<file path="src/rtl/bus_regs_pkg.sv">
// Shared constants for the six-register bus slice: register indices, count, idle select code.
// Pure declarations; no logic, no latency, no flow control.
package bus_regs_pkg;

  localparam int NUM_REGS = 6;

  localparam int IDX_AR = 0;
  localparam int IDX_PC = 1;
  localparam int IDX_DR = 2;
  localparam int IDX_AC = 3;
  localparam int IDX_IR = 4;
  localparam int IDX_TR = 5;

  // Select code that points the downstream mux at its constant-zero input.
  localparam logic [2:0] SEL_NONE = 3'b111;

endpackage

</file>
<file path="src/rtl/bus_regs_reg.sv">
// One WIDTH-bit bus register with clear > load > increment priority and async reset.
// Latency: one clock from enable to output; no backpressure, every enable is taken.
module bus_reg #(
  parameter int WIDTH = 8
) (
  input  logic             clk,
  input  logic             rst,
  input  logic             clr,
  input  logic             ld,
  input  logic             inr,
  input  logic [WIDTH-1:0] d,
  output logic [WIDTH-1:0] q
);

  always_ff @(posedge clk or posedge rst) begin
    if (rst)
      q <= '0;
    else if (clr)
      q <= '0;
    else if (ld)
      q <= d;
    else if (inr)
      q <= q + 1'b1;
  end

endmodule

</file>
<file path="src/rtl/bus_regs.sv">
// Six bus-attached registers (AR,PC,DR,AC,IR,TR), rd-to-select encoder and sticky rd error.
// Latency: registers one clock, select zero (combinational); no backpressure.
module bus_regs
  import bus_regs_pkg::*;
#(
  parameter int WIDTH = 8
) (
  input  logic             clk,
  input  logic             rst,
  input  logic [WIDTH-1:0] bus_in,
  input  logic [WIDTH-1:0] alu_in,
  input  logic             ac_ld_alu,
  input  logic [5:0]       ld,
  input  logic [5:0]       inr,
  input  logic [5:0]       clr,
  input  logic [5:0]       rd,
  output logic [WIDTH-1:0] ar,
  output logic [WIDTH-1:0] pc,
  output logic [WIDTH-1:0] dr,
  output logic [WIDTH-1:0] ac,
  output logic [WIDTH-1:0] ir,
  output logic [WIDTH-1:0] tr,
  output logic             s0,
  output logic             s1,
  output logic             s2,
  output logic             rd_err
);

  logic [WIDTH-1:0] q [NUM_REGS];
  logic [2:0]       sel;
  logic             rd_multi;

  genvar g;
  generate
    for (g = 0; g < NUM_REGS; g++) begin : g_reg
      if (g == IDX_AC) begin : g_ac
        // ALU result outranks the bus; clr still wins inside bus_reg.
        logic [WIDTH-1:0] d_ac;
        assign d_ac = ac_ld_alu ? alu_in : bus_in;
        bus_reg #(.WIDTH(WIDTH)) u_reg (
          .clk (clk),
          .rst (rst),
          .clr (clr[g]),
          .ld  (ld[g] | ac_ld_alu),
          .inr (inr[g]),
          .d   (d_ac),
          .q   (q[g])
        );
      end else begin : g_std
        bus_reg #(.WIDTH(WIDTH)) u_reg (
          .clk (clk),
          .rst (rst),
          .clr (clr[g]),
          .ld  (ld[g]),
          .inr (inr[g]),
          .d   (bus_in),
          .q   (q[g])
        );
      end
    end
  endgenerate

  assign ar = q[IDX_AR];
  assign pc = q[IDX_PC];
  assign dr = q[IDX_DR];
  assign ac = q[IDX_AC];
  assign ir = q[IDX_IR];
  assign tr = q[IDX_TR];

  // Scan high to low so the lowest set rd bit is the last writer.
  always_comb begin
    sel = SEL_NONE;
    for (int i = NUM_REGS - 1; i >= 0; i--) begin
      if (rd[i])
        sel = 3'(i);
    end
  end

  assign {s2, s1, s0} = sel;

  assign rd_multi = |(rd & (rd - 6'd1));

  always_ff @(posedge clk or posedge rst) begin
    if (rst)
      rd_err <= 1'b0;
    else if (rd_multi)
      rd_err <= 1'b1;
  end

endmodule

</file>
<file path="config.mk">
export PLATFORM = sky130hd
export DESIGN_NAME = bus_regs
export DESIGN_NICKNAME = d
export VERILOG_FILES = /design/src/rtl/bus_regs_pkg.sv /design/src/rtl/bus_regs_reg.sv /design/src/rtl/bus_regs.sv
export SDC_FILE = /design/constraint.sdc
export NUM_CORES = 1
export LEC_CHECK = 0
export BUFFER_PORTS_ARGS = -buffer_cell sky130_fd_sc_hd__buf_2
export CORE_MARGIN = 1
export CORE_UTILIZATION = 40
export DETAILED_ROUTE_END_ITERATION = 10
export PLACE_DENSITY = 0.71
export SKIP_CTS_REPAIR_TIMING = 1
export SLEW_MARGIN = 10
export SYNTH_ARGS = -nofsm -noshare
export SYNTH_HDL_FRONTEND = slang
export SYNTH_SLANG_ARGS = --single-unit
</file>
<file path="constraint.sdc">
create_clock -name clk -period 4.53 [get_ports clk]
set_clock_uncertainty 0.05 [all_clocks]
set_input_delay 0.6795 -clock clk [delete_from_list [all_inputs] [get_ports clk]]
set_output_delay 0.6795 -clock clk [all_outputs]
set_load 0.1 [all_outputs]
</file>
==> metrics.cfg, run 1 <==
[synth]
synth_mux_area_frac = 0.0607
ys_top_cells_by_area = dfrtp_1 41%, mux2i_1 6.1%, a21oi_1 5.9%
synth_compound_gate_area_share = 0.147
yosysTopAreaCell = dfrtp_1
netlist_instances = 339
synth_simple_gate_area_share = 0.207
synth_xor_area_frac = 0.106
syn_nets = 388
synth_area_per_cell_um2 = 8.76
synth_cell_types = 40
yosys_warnings = 0
ys_ff_latch = 49
ys_seq_area_frac = 0.413
yosys.area.top_type_share = 0.413
synth_area_um2 = 2970
synth_fa_ha_area_frac = 0.0287
synth_top_family_by_area = simple AND/OR/NAND/NOR gates

[grt]
grt_pass1_vias = 2466
grt_max_degree = 50
busiest_layer = met2
grt_usage = 0.201
grt_pass1_wl_um = 12000
use_met2 = 0.333
use_met3 = 0.0339
use_met1 = 0.276
antenna_found_initial = 0
overflow = 0

[critical_path]
end_kind = primary output
crit_buf_inv = 2
r2r-end = g_reg[3].g_ac.u_reg.q[6]
path_depth = 4
crit_chain = buf_2, or2_2, nor3_1, buf_2
crit_required_ns = 3.80
cp_common_cell = buf_2
max_stage_delay_ns = 0.45
rrSetupSlack_ns = 2.98
critPathArrivalTime_ns = 1.70
path_max_fanout = 4
critical_path.top_delay_family = buffers and inverters
crit_type = input pin to primary output
rr_worst_depth = 5
cp-start-kind = input pin
cp_slowest_cell = buf_2
reg2reg_from = g_reg[3].g_ac.u_reg.q[0]

[power]
power-per-cell-area_nw_per_um2 = 334
p_leak_nw = 1.77
total_power_mw = 1.20
vdd_drop_max_v = 0.000128

[placement]
globalplace.congestion = 0.814
placed_area_um2 = 3500
dp_cells = 516
hpwl_um = 5490
post-place-ws_ns = 2.10
portBuffers = 94

[cts]
path_clk_slew_ns = 0.09
cts_root_buf = clkbuf_8
clock-sinks = 49
clock_path_buffers = 2
htreeDepth = 2
cts-buffers-inserted = 5
cts_tree = built
insertion_delay_ns = 0.30

[floorplan]
fp-row-count = 31
die_width_um = 88.2
coreArea_um2 = 7210
die_height_um = 88.2
dieArea_um2 = 7770
io_pins = 95
start_util = 0.412

[min_path]
hold_end = rd_err
hold_depth = 2
min_path_type = register to register
hp-start = rd_err

[routing]
viasPerCell = 5.25
drt_iter0_drc = 109
drc = 0
vias = 2750
first_pass_iters = 6
final_antenna_net_count = 0
wl_per_cell_um = 14.5
drt_wl_total_um = 7580

[cells_and_area]
layout_common_cells = 94 x buf_2, 49 x dfrtp_1, 46 x nor2_1, 35 x a21oi_1, 31 x nand2_1
layout_commonest_cell = buf_2
design_area_um2 = 3590
drive_above_1_share = 0.249
fin_cells = 524
fin_nets = 473
synthToLayoutAreaGrowth_pct = 21.1
num_antenna_cells = 0

[sta]
hold_viol_final = 0
setup_violations = 0
relSlewSlack = 0.567
finalMaxSlewViolations = 0
tightest_slew_ns = 0.649
finalCritPeriodShare = 0.537
min_period_ns = 2.43
setup_tns_ns = 0
rsz0062_at_grt = no
setup_ws_ns = 2.10
clock.fmax_mhz = 411

[status]
status = completed

[run]
cap_violations = 0

-- state kept, by name, indices dropped and copies added (netlist names) --
signal / flops
g.g_ac.u_reg.q: 8
g.g_std.u_reg.q: 40
rd_err: 1
-- report_power, final --
group | internal (mW) | switching, mW | leakage [nW]
sequential | 0.466 | 0.0376 | 0.636
clock | 0.124 | 0.153 | 0.0512
combinational | 0.0881 | 0.330 | 1.08
-- cells by family after synthesis --
family | Yosys count
adders and majority gates | 7
and+or+nand+nor | 130
AOI/OAI and AO/OA | 72
muxes | 18
DFF | 49
buffers and inverters | 27
xor gates and xnor gates | 36
-- per-layer routing --
metal	routed length (µm)	vias to the layer above
li1	-	1347
met1	3520	1324
met2	3710	77
met3	315	2
met4	35	0
met5	0	-
-- how the worst max path moves through the flow --
| stage | to | start | slack, ns |
|---|---|---|---|
| after floorplan | s2 | rd[0] | 0.77 |
| after global placement | s2 | rd[0] | 2.13 |
| after detailed placement | s2 | rd[0] | 2.10 |
| after CTS | s2 | rd[0] | 2.10 |
| after global routing | s2 | rd[0] | 2.01 |
| final | s2 | rd[0] | 2.10 |
-- worst register-to-register path, cell delays in order (launching register included) --
cell and delay (ns):
dfrtp_1 0.44, ha_1 0.26, and3_1 0.21, a221oi_1 0.25
o21ai_0 0.11, a21oi_1 0.15
-- synthesized netlist by cell type --
cell type,n
nand3b_1,2
xnor2_1,19
and2_1,1
buf_1,8
a31oi_1,1
nand2_1,31
o2bb2ai_1,1
inv_1,8
clkbuf_1,2
and3_1,5
a21oi_1,35
or2_2,1
nor3_1,8
buf_2,6
nand2b_1,3
o211ai_1,1
nor2b_1,3
a21o_1,4
nor3b_1,5
xor2_1,17
nor3_2,1
mux2i_1,18
a2111oi_0,1
a221o_1,1
o21a_1,9
dfrtp_1,49
clkinv_1,2
nand4_1,15
a211oi_1,6
o21ai_1,1
a311oi_1,1
nand3_1,8
maj3_1,1
or3b_1,1
ha_1,6
nor2_1,46
o31ai_1,2
o21ai_0,8
a221oi_1,1
clkbuf_2,1
-- through the flow --
step	util	hold WS [ns]
final	0.498	0.446
after global routing	0.498	0.475
after CTS	0.498	0.451
after detailed placement	0.485	0.427
after global placement	0.485	0.425
after floorplan	-	0.760
-- area by class of cell --
| cell class | instances | area, µm² |
|---|---|---|
| timing repair buffer | 95 | 478 |
| clock inverter | 2 | 13.8 |
| multi-input combinational | 263 | 1630 |
| fill | 740 | 3620 |
| clock buffer | 6 | 82.6 |
| inverter | 10 | 37.5 |
| sequential | 49 | 1230 |
| tap | 99 | 124 |
Power figures use the tool's default switching activity.
==> run 2, diff against run 1 <==
- ABC_AREA: unset -> 1
- PLACE_DENSITY: 0.71 -> 0.7
- clock period: 4.53 -> 2.4 ns (I/O delays scaled with it)
==> metrics.cfg, run 2 <==
[sta]
finalMaxSlewViolations = 0
setup_violations = 0
relSlewSlack = 0.640
rsz0062_at_grt = no
min_period_ns = 1.72
clock.fmax_mhz = 580
tightest_slew_ns = 0.537
finalCritPeriodShare = 0.719
setup_tns_ns = 0
hold_viol_final = 0

[synth]
syn_nets = 573
ys_top_cells_by_area = dfrtp_1 37%, nand2_1 22%, nand3_1 7.3%
synth_area_per_cell_um2 = 6.37
synth_cell_types = 23
ys.flop_type = dfrtp_1
synth.most_common_cell = nand2_1
ys_top_cells_by_count = 192 x nand2_1, 63 x inv_1, 49 x dfrtp_1, 49 x nand3_1, 44 x nor2_1
synth_area_um2 = 3340
ys_seq_area_frac = 0.367
yosys_warnings = 0
yosys.area.top_type_share = 0.367
yosysTopAreaCell = dfrtp_1
netlist_instances = 524
synth_edf_count = 0
async_flop_share = 1.00
ys_ff_latch = 49

[run]
cap_violations = 0

[grt]
overflow = 0
grt_max_degree = 38
grt_usage = 0.230
grt_pass1_wl_um = 15800
grt_pass1_vias = 3457
antenna_found_initial = 1

[placement]
hpwl_um = 6940
globalplace.congestion = 0.873
portBuffers = 94
dp_cells = 716

[power]
vdd_drop_max_v = 0.000303
p_leak_nw = 2.18
power-per-cell-area_nw_per_um2 = 617

[cells_and_area]
largest_reg_flops = 40
fillers = 805
register_area_um2 = 1230
drive_above_1_share = 0.197
layout_commonest_cell = nand2_1
fin_cells = 726
fin_nets = 671
layout_common_cells = 192 x nand2_1, 94 x buf_2, 62 x inv_1, 49 x nand3_1, 49 x dfrtp_1
synthToLayoutAreaGrowth_pct = 20.3
largestRegisters = g.g_std.u_reg.q (40), g.g_ac.u_reg.q (8), rd_err (1)
regMostFlops = g.g_std.u_reg.q
multi_input_area_um2 = 1820

[floorplan]
dieArea_um2 = 8720
start_util = 0.423
coreArea_um2 = 7890
fp-row-count = 32
die_width_um = 93.4
die_height_um = 93.4
io_pins = 95

[critical_path]
crit_type = input pin to primary output
cp_common_cell = buf_2
path_max_fanout = 2
crit_buf_inv = 2
end_kind = primary output
critPathArrivalTime_ns = 1.31
crit_required_ns = 1.99
crit_chain = buf_2, or2_2, a21oi_2, buf_2
cp_slowest_cell = buf_2
critical_path.top_delay_family = buffers and inverters
cp-start-kind = input pin
max_stage_delay_ns = 0.43

[routing]
final_antenna_net_count = 0
viasPerCell = 5.09
wl_per_cell_um = 13.1
vias = 3695
drc = 0
drt_iter0_drc = 180
first_pass_iters = 4
drt_wl_total_um = 9520

[cts]
clock_path_buffers = 2
cts-buffers-inserted = 5
cts_tree = built
cts_root_buf = clkbuf_8
htreeDepth = 2
path_clk_slew_ns = 0.09
insertion_delay_ns = 0.30
clock-sinks = 49

[min_path]
min_path_type = input pin to register

[status]
status = completed

-- run 2: kinds of logic after synthesis --
kind of cell / count (synthesis) / share of synthesized area
AOI/OAI and AO/OA: 92 / 0.147
adders and majority gates: 6 / 0.0225
and+or+nand+nor: 298 / 0.365
buffers and inverters: 76 / 0.0903
DFF: 49 / 0.367
xor gates and xnor gates: 3 / 0.00787
-- run 2: through the flow --
step           hold slack, ns  setup slack, ns  instance area (µm²)  total power, mW  utilization
2_1_floorplan           0.460           0.0275                 3340             1.79            -
4_1_cts               -0.0426            0.673                 4010             2.50        0.508
6_report                0.296            0.676                 4020             2.48        0.510
3_3_place_gp            0.294            0.687                 3930             1.99        0.498
5_1_grt                 0.318            0.646                 4020             2.61        0.510
3_5_place_dp            0.287            0.673                 3930             2.00        0.498
-- run 2: report_power, final --
part | switching [mW] | internal, mW | total [mW]
Sequential | 0.102 | 0.895 | 0.997
Combinational | 0.807 | 0.184 | 0.991
Clock | 0.285 | 0.208 | 0.494
-- run 2: worst paths after layout --
check | startpoint | to | slack [ns] | cells after the start
setup / recovery | rd[5] | s1 | 0.68 | 4
hold / removal | rd[0] | rd_err | 0.30 | 3
setup reg to reg | g_reg[2].g_std.u_reg.q[0] | g_reg[2].g_std.u_reg.q[2] | 1.03 | 4
hold reg to reg | g_reg[0].g_std.u_reg.q[7] | g_reg[0].g_std.u_reg.q[7] | 0.49 | 2
max in group asynchronous | rst | g_reg[4].g_std.u_reg.q[5] | 1.26 | 4
min in group asynchronous | rst | g_reg[3].g_ac.u_reg.q[7] | 0.53 | 3
-- run 2: per-layer routing --
layer / wire [µm] / vias up / track usage
li1: - / 1854 / -
met1: 4290 / 1698 / 0.292
met2: 4480 / 119 / 0.389
met3: 447 / 24 / 0.0325
met4: 304 / 0 / 0.0987
met5: 0 / - / 0
-- run 2: layout make-up --
cell class	instances	area share
sequential	49	0.305
inverter	71	0.0663
multi-input combinational	399	0.452
timing repair buffer	96	0.125
tap	102	0.0318
clock buffer	8	0.0199
antenna	1	0.000623
-- run 2: tightest hold or removal path: stages --
cell     delay (ns)
buf_2          0.10
a22oi_1        0.08
nand3_1        0.07
==> run 3, diff against run 2 <==
- clock period: 2.4 -> 1.65 ns (I/O delays scaled with it)
==> metrics.cfg, run 3 (synthesis results as in run 2) <==
[power]
total_power_mw = 3.82
p_leak_nw = 2.16
vdd_drop_max_v = 0.000448
power-per-cell-area_nw_per_um2 = 923

[sta]
min_period_ns = 1.51
finalMaxSlewViolations = 0
hold_viol_final = 0
rsz0062_at_grt = no
tightest_slew_ns = 0.534
setup_violations = 0
clock.fmax_mhz = 664
hold_ws_ns = 0.170
finalCritPeriodShare = 0.913
relSlewSlack = 0.642

[cells_and_area]
drive_above_1_share = 0.255
layout_common_cells = 192 x nand2_1, 91 x buf_2, 62 x inv_1, 49 x nand3_1, 44 x nor2_1
layout_commonest_cell = nand2_1
synthToLayoutAreaGrowth_pct = 24.0
largest_reg_flops = 40
num_antenna_cells = 0
regMostFlops = g.g_std.u_reg.q
fillers = 788
fin_nets = 671
largestRegisters = g.g_std.u_reg.q (40), g.g_ac.u_reg.q (8), rd_err (1)

[cts]
clock-sinks = 49
path_clk_slew_ns = 0.10
cts-buffers-inserted = 5
cts_tree = built
clock_path_buffers = 2
htreeDepth = 2
insertion_delay_ns = 0.31
cts_root_buf = clkbuf_8

[grt]
grt_usage = 0.228
grt_pass1_wl_um = 15700
antenna_found_initial = 0
overflow = 0
grt_pass1_vias = 3356
grt_max_degree = 50

[placement]
hpwl_um = 6950
globalplace.congestion = 0.878
portBuffers = 94

[min_path]
min_path_type = input pin to register

[critical_path]
max_stage_delay_ns = 0.46
crit_type = register to primary output
crit_required_ns = 1.35
crit_chain = buf_2
critical_path.top_delay_family = buffers and inverters
rrSetupSlack_ns = 0.30
critPathArrivalTime_ns = 1.21
path_max_fanout = 6
cp-start-kind = register
crit_buf_inv = 1
end_kind = primary output
cp_slowest_cell = buf_2

[routing]
final_antenna_net_count = 0
drt_iter0_drc = 243
wl_per_cell_um = 13.2
viasPerCell = 5.05
dr_wl_met2_um = 4510
first_pass_iters = 5
routed-wl-met3_um = 657
highest_layer = met4
vias = 3660
drc = 0
wl_met1_um = 4280
drt_wl_total_um = 9540

[status]
status = completed

[floorplan]
dieArea_um2 = 8720
coreArea_um2 = 7890
start_util = 0.423
io_pins = 95
fp-row-count = 32
die_width_um = 93.4
die_height_um = 93.4

[run]
cap_violations = 0

## run 3: cell types whose count changed in the layout (fill, tap and decap cells not counted)
| cell | delta |
|---|---|
| dfrtp_1 | -32 |
| a21oi_1 | -1 |
| clkinvlp_4 | +1 |
| clkbuf_1 | -3 |
| clkinv_4 | +1 |
| bufinv_16 | +1 |
| buf_2 | -3 |
| a21oi_2 | +1 |
| diode_2 | -1 |
| dfrtp_2 | +32 |
| buf_12 | +3 |
## run 3: cell type report
cell class              count  area (µm²)  share of cell area
flip-flops and latches     49        1270               0.306
repair buffers             96         546               0.132
inverters                  71         267              0.0644
clock inverters             3        46.3              0.0112
clock buffers               5        68.8              0.0166
well taps                 102         128              0.0308
multi-input cells         399        1820               0.439
## run 3: final timing paths
kind                            cells after the start                      start                   endpoint
worst max-delay path                                1  g_reg[5].g_std.u_reg.q[5]                      tr[5]
worst min-delay path                                4                     inr[5]  g_reg[5].g_std.u_reg.q[0]
worst max register to register                      4  g_reg[2].g_std.u_reg.q[0]  g_reg[2].g_std.u_reg.q[2]
worst min register to register                      2   g_reg[3].g_ac.u_reg.q[7]   g_reg[3].g_ac.u_reg.q[7]
max in group asynchronous                           4                        rst   g_reg[3].g_ac.u_reg.q[4]
min in group asynchronous                           4                        rst  g_reg[5].g_std.u_reg.q[6]
## run 3: report_power, final
part	switching, mW	internal (mW)
clock network	0.446	0.454
logic	1.18	0.280
registers	0.143	1.32
## run 3: through the flow
stage / setup TNS [ns] / instance area [µm²] / setup WS [ns] / cells / utilization
3_5_place_dp: 0 / 4020 / 0.308 / 716 / 0.509
3_3_place_gp: 0 / 4020 / 0.335 / 716 / 0.509
5_1_grt: 0 / 4140 / 0.0850 / 725 / 0.525
2_1_floorplan: -0.103 / 3390 / -0.103 / 524 / -
4_1_cts: 0 / 4130 / 0.132 / 724 / 0.524
6_report: 0 / 4140 / 0.143 / 725 / 0.525
## run 3: layer usage
| metal | GRT usage | vias up |
|---|---|---|
| li1 | - | 1868 |
| met1 | 0.304 | 1665 |
| met2 | 0.377 | 119 |
| met3 | 0.0488 | 8 |
| met4 | 0.0526 | 0 |
| met5 | 0 | - |
